`src/rtl/sata_pkg.sv`:
```
// Shared SATA CRC definitions: polynomial, seed, FSM state type and the
// bit-serial CRC step used by both the TX generator and the RX checker.
package sata_pkg;

    localparam logic [31:0] SATA_CRC_POLY = 32'h04c11db7;
    localparam logic [31:0] SATA_CRC_INIT = 32'h52325032;

    // DATA: passing payload through; CRC: payload done, CRC Dword pending.
    typedef enum logic {
        ST_DATA = 1'b0,
        ST_CRC  = 1'b1
    } crcgen_state_e;

    // One Dword of CRC update with an explicit polynomial. Data bit 31 is
    // shifted in first; no reflection and no final inversion.
    function automatic logic [31:0] sata_crc_step_poly(
        input logic [31:0] crc,
        input logic [31:0] data,
        input logic [31:0] poly
    );
        logic [31:0] c;
        logic        fb;
        c = crc;
        for (int k = 31; k >= 0; k--) begin
            fb = c[31] ^ data[k];
            c  = {c[30:0], 1'b0} ^ (fb ? poly : 32'h0);
        end
        return c;
    endfunction

    // One Dword of CRC update with the standard SATA polynomial.
    function automatic logic [31:0] sata_crc_step(
        input logic [31:0] crc,
        input logic [31:0] data
    );
        return sata_crc_step_poly(crc, data, SATA_CRC_POLY);
    endfunction

endpackage

```
`src/rtl/satatx_crcgen.sv`:
```
// TX CRC stage: forwards each FIS Dword unchanged and appends the SATA CRC
// as one extra Dword that carries TLAST. Sits directly before the scrambler.
//
// Handshake: a beat transfers on a rising edge where VALID && READY. A
// producer holds VALID and its payload stable until the transfer. The output
// register may load whenever it is empty or being drained this cycle
// ("free"); while it is stalled, its contents, the CRC and the state hold.
module satatx_crcgen
    import sata_pkg::*;
#(
    parameter logic [31:0] POLYNOMIAL   = SATA_CRC_POLY,
    parameter logic [31:0] INITIAL      = SATA_CRC_INIT,
    parameter bit          OPT_LOWPOWER = 1'b1
) (
    input  logic        S_AXI_ACLK,
    input  logic        S_AXI_ARESET,
    input  logic        S_AXIS_TVALID,
    output logic        S_AXIS_TREADY,
    input  logic [31:0] S_AXIS_TDATA,
    input  logic        S_AXIS_TLAST,
    output logic        M_AXIS_TVALID,
    input  logic        M_AXIS_TREADY,
    output logic [31:0] M_AXIS_TDATA,
    output logic        M_AXIS_TLAST
);

    crcgen_state_e state_q, state_d;
    logic [31:0]   crc_q, crc_d;
    logic          m_valid_q, m_valid_d;
    logic [31:0]   m_data_q, m_data_d;
    logic          m_last_q, m_last_d;
    logic          out_free;
    logic          s_accept;

    // Next-state, CRC update and output-register load.
    always_comb begin
        state_d       = state_q;
        crc_d         = crc_q;
        m_valid_d     = m_valid_q;
        m_data_d      = m_data_q;
        m_last_d      = m_last_q;
        out_free      = !m_valid_q || M_AXIS_TREADY;
        s_accept      = 1'b0;
        S_AXIS_TREADY = 1'b0;

        case (state_q)
            ST_DATA: begin
                S_AXIS_TREADY = out_free;
                s_accept      = S_AXIS_TVALID && out_free;
                if (s_accept) begin
                    m_valid_d = 1'b1;
                    m_data_d  = S_AXIS_TDATA;
                    m_last_d  = 1'b0;
                    crc_d     = sata_crc_step_poly(crc_q, S_AXIS_TDATA, POLYNOMIAL);
                    if (S_AXIS_TLAST) begin
                        state_d = ST_CRC;
                    end
                end else if (out_free) begin
                    m_valid_d = 1'b0;
                    if (OPT_LOWPOWER) begin
                        m_data_d = 32'h0;
                        m_last_d = 1'b0;
                    end
                end
            end
            ST_CRC: begin
                // The input is held off for this one slot so the CRC Dword
                // cannot be overtaken by the next frame's first Dword.
                if (out_free) begin
                    m_valid_d = 1'b1;
                    m_data_d  = crc_q;
                    m_last_d  = 1'b1;
                    crc_d     = INITIAL;
                    state_d   = ST_DATA;
                end
            end
            default: begin
                state_d = ST_DATA;
                crc_d   = INITIAL;
            end
        endcase
    end

    // State, CRC and output registers; reset drops any partial frame.
    always_ff @(posedge S_AXI_ACLK or posedge S_AXI_ARESET) begin
        if (S_AXI_ARESET) begin
            state_q   <= ST_DATA;
            crc_q     <= INITIAL;
            m_valid_q <= 1'b0;
            m_data_q  <= 32'h0;
            m_last_q  <= 1'b0;
        end else begin
            state_q   <= state_d;
            crc_q     <= crc_d;
            m_valid_q <= m_valid_d;
            m_data_q  <= m_data_d;
            m_last_q  <= m_last_d;
        end
    end

    assign M_AXIS_TVALID = m_valid_q;
    assign M_AXIS_TDATA  = m_data_q;
    assign M_AXIS_TLAST  = m_last_q;

endmodule

```
`config.mk`:
```
export PLATFORM = sky130hd
export DESIGN_NAME = satatx_crcgen
export DESIGN_NICKNAME = d
export VERILOG_FILES = /design/src/rtl/sata_pkg.sv /design/src/rtl/satatx_crcgen.sv
export SDC_FILE = /design/constraint.sdc
export NUM_CORES = 1
export LEC_CHECK = 0
export CAP_MARGIN = 5
export CORE_MARGIN = 2
export CORE_UTILIZATION = 40
export DETAILED_ROUTE_END_ITERATION = 10
export PLACE_DENSITY_LB_ADDON = 0.12
export RECOVER_POWER = 25
export SYNTH_ARGS = -nofsm -noshare
export SYNTH_HDL_FRONTEND = slang
export SYNTH_SLANG_ARGS = --single-unit
```
`constraint.sdc`:
```
create_clock -name S_AXI_ACLK -period 11.85 [get_ports S_AXI_ACLK]
set_clock_uncertainty 0.15 [all_clocks]
set_input_delay 3.555 -clock S_AXI_ACLK [delete_from_list [all_inputs] [get_ports S_AXI_ACLK]]
set_output_delay 3.555 -clock S_AXI_ACLK [all_outputs]
set_load 0.01 [all_outputs]
```
# Word level (Yosys, flattened, before mapping)
# Index checks and enable logic that the tools add are counted.
[classes]
n_div = 0
n_shift = 0
mul = 0
n_eq_ne = 3
n_reduce_logical = 5
bitwise_logic = 65
order_cmp = 0
muxes = 50
n_addsub = 0
[ops]
columns = ["op", "n"]
rows = [
  ["32-bit by 27-bit bitwise XOR with 32-bit output", 32],
  ["27-bit two-way mux", 32],
  ["32-bit two-way mux", 5],
  ["32-bit one-hot mux with 2 select lines", 2],
  ["1-bit bitwise XOR", 32],
  ["1-bit two-way mux", 8],
  ["1-bit one-hot mux with 2 select lines", 3],
  ["2-bit AND reduction", 2],
  ["3-bit inequality test, second input constant", 1],
  ["2-bit by 1-bit inequality test with 1-bit output, second input constant", 1],
  ["2-bit inequality test, second input constant", 1],
  ["1-bit logical AND", 1],
  ["1-bit logical NOT", 1],
  ["1-bit logical OR", 1],
  ["1-bit inverter", 1],
]
[totals]
inputBits = 37
output_inout_bits = 35
register_bits = 67
romBits = 0
memories = 0
latchBits = 0
ram_bits = 0

# Depth between registers and ports, before layout
[depth]
ltp_word = 98
depth_mapped = 9
ltp_nobuf = 9

# Worst setup path after synthesis
# OpenSTA, ideal clock, no wires.
[synth_path]
path_type = "input port to output port"
start = "in M_AXIS_TREADY"
end = "out S_AXIS_TREADY"
setup_slack_ns = 4.235
path_buffers = 0
cell_stages = 2
arrival_ns = 3.910
t_required_ns = 8.145
path_cell_list = "nor2b_1 nor2_1"
[synth_between]
elab_chain_len = 2
[synth_rtl]
columns = ["element", "line", "rtl"]
rows = [
  ["from (decl)", "satatx_crcgen.sv:22", "input logic M_AXIS_TREADY,"],
  ["1-bit logical OR", "satatx_crcgen.sv:42", "out_free = !m_valid_q || M_AXIS_TREADY;"],
  ["1-bit two-way mux", "satatx_crcgen.sv:46", "case (state_q)"],
  ["to (decl)", "satatx_crcgen.sv:18", "output logic S_AXIS_TREADY,"],
]
# Every way passes these cells.

# Worst setup path after layout
# Ends and elaborated chain as after synthesis.

==> metrics.md <==
| Metric | Value |
|---|---|
| Max Cap Viol | `1` |
| Routed WL | `16610 um` |
| Layout area overhead | `20.23%` |
| Global-route wire length before repair | `25230 um` |
| DR vias/cell | `5.001` |
| Vias in the first global route | `4202` |
| Cell Area, Synth | `6023 um^2` |
| Final period util | `0.7537` |
| Num ports | `72` |
| Layout cells sized above 1 | `0.1113` |
| H-tree levels | `3` |
| Unrepaired setup endpoints after global routing | `false` |
| Synth Instances | `562` |
| Fmax | `112.0 MHz` |
| Clk buf depth | `2` |
| CTS tree | `yes` |
| Core Rows | `44` |
| Netlist cell types | `27` |
| Total grt overflow | `0` |
| Gpl congestion | `0.9086` |
| Via count | `4066` |
| Crit path DAT | `5.23 ns` |
| Cell taking the most area after synthesis | `dfrtp_1` |
| Area share of the largest cell type after synthesis | `0.2327` |
| Die Area | `16060 um^2` |
| Gr usage total | `0.2128` |
| Synthesized Nets | `599` |
| Slew Viols, Final | `68` |
| CTS Root Cell | `clkbuf_16` |
| Startpoint Class | `input pin` |
| Slew headroom | `-1.503` |
| Initial Util | `0.4113` |
| Synth top area cells | `dfrtp_1 23%, xnor2_1 21%, xnor3_1 12%` |
| DIE WIDTH | `126.7 um` |
| Clock Latency Late Sink | `0.35 ns` |
| Failing checks | `max-capacitance violations, max-slew violations` |
| Avg Cell Area, Syn | `10.72 um^2` |
| ANT nets after route | `0` |
| Multi-input gate area | `4219 um^2` |
| Setup TNS | `0 ns` |
| HP Class | `register to register` |
| Die Y | `126.7 um` |
| Final nets | `661` |
| Initial DRC count | `183` |
| DR WL/cell | `20.44 um` |
| Clk sinks | `67` |
| Post-CTS sizing | `0` |
| DRC | `0` |
| Crit path capture type | `output port` |
| Final Critical Period | `8.931 ns` |
| Critical Path Fanout Max | `69` |
| Required @ worst endpoint | `8.15 ns` |
| # diodes | `0` |
| Reg clk slew, reported paths | `0.05 ns` |
| Core ar. | `14640 um^2` |
| Port buffer count | `71` |
| Slew of the pin with the lowest slew margin | `3.754 ns` |
| Reg area | `1692 um^2` |
| Fillcell total | `1357` |
| #FFs+latches synth | `67` |
| Yosys warns | `0` |
| Total CTS buffers | `9` |
| Antenna violations before repair | `0` |
| Cts hold-fix bufs | `0` |
| Worst setup path category | `input pin to output port` |
| Final setup violating endpoints | `0` |
| Status | `complete, but fails checks` |
| Largest net degree at the start of global routing | `70` |
| First-pass iteration count of the detailed router | `4` |
| Post-synthesis sequential area ratio | `0.2806` |
| Fin. Hold Viols | `0` |
| Buffer count from post-CTS setup fixing | `0` |
| Hpwl dp | `12620 um` |
per-layer routing:
layer	track usage	wire, um	vias to the layer above
met5	0	0	-
met2	0.3609	8281	85
met3	0.04218	610	16
li1	-	-	1986
met1	0.2778	7376	1979
met4	0.06270	346	0
synthesized netlist by cell type (all sizes together):
cell and instances:
nand2 67, nand2b 1, dfrtp 56, a21oi 43
buf 3, xor3 6, inv 1, dfstp 11
xnor2 165, nor2b 1, or3 1, clkbuf 21
o21ai 33, dlygate4sd3 2, nor2 46, xor2 36
and2 1, xnor3 46, a22o 22
cells by family (layout without fill, tap and decap cells):
family          after synthesis  after routing  synth area share
xor+xnor                    253            253            0.5295
buf+inv                      27             94           0.02015
simple gates                117            117           0.07458
compound gates               98             98           0.09514
flops                        67             67            0.2806
sequential cells by signal, summed over array words and instances (netlist names):
name / flops
crc_q: 32
M_AXIS_TLAST: 1
state_q: 1
M_AXIS_TDATA: 32
M_AXIS_TVALID: 1
stage by stage:
step	instance area [um^2]	utilization	worst slack, ns	cells	hold WS, ns
floorplan	6023	-	4.235	562	0.3450
global placement	6900	0.4712	2.941	797	0.3125
detailed placement	6900	0.4712	2.922	797	0.3236
CTS	7246	0.4948	2.919	813	0.3363
global route	7242	0.4945	2.777	813	0.3523
finish	7242	0.4945	2.919	813	0.3272
critical path, stage by stage:
cell,delay [ns]
clkdlybuf4s50_1,0.46
nor2b_4,0.12
buf_4,0.49
nor2_1,0.10
clkdlybuf4s50_1,0.50
cell type report:
class | count | area share
repair buffers | 77 | 0.1038
inverters | 1 | 0.0005183
well taps | 184 | 0.03179
multi-input cells | 468 | 0.5826
flip-flops and latches | 67 | 0.2336
clock inverters | 4 | 0.01365
clock buffers | 12 | 0.03404
path summary, 6_finish.rpt:
kind | from | endpoint | slack [ns] | depth (start not counted)
setup / recovery | M_AXIS_TREADY | S_AXIS_TREADY | 2.92 | 5
hold / removal | M_AXIS_TDATA[26]$_DFFE_PP0P_ | M_AXIS_TDATA[26]$_DFFE_PP0P_ | 0.33 | 2
setup reg to reg | crc_q[31]$_DFFE_PP0P_ | crc_q[10]$_DFFE_PP0P_ | 7.29 | 9
hold reg to reg | M_AXIS_TDATA[26]$_DFFE_PP0P_ | M_AXIS_TDATA[26]$_DFFE_PP0P_ | 0.33 | 2
max in group asynchronous | S_AXI_ARESET | state_q$_DFF_PP0_ | 4.20 | 3
min in group asynchronous | S_AXI_ARESET | M_AXIS_TDATA[28]$_DFFE_PP0P_ | 4.95 | 3
cell usage in the layout (no fill, tap or decap), drive strengths merged:
master	instances
a22o	22
nand2b	1
and2	1
xor3	6
dlygate4sd3	1
a21oi	43
nor2	46
xor2	36
buf	5
or3	1
o21ai	33
clkdlybuf4s50	70
dfrtp	56
nor2b	1
dfstp	11
nand2	67
xnor2	165
clkinv	2
clkbuf	13
bufinv	3
xnor3	46
Power is left out: the tool's default activity adds up to more than one toggle a clock period on the data nets, which glitch-free logic cannot reach.
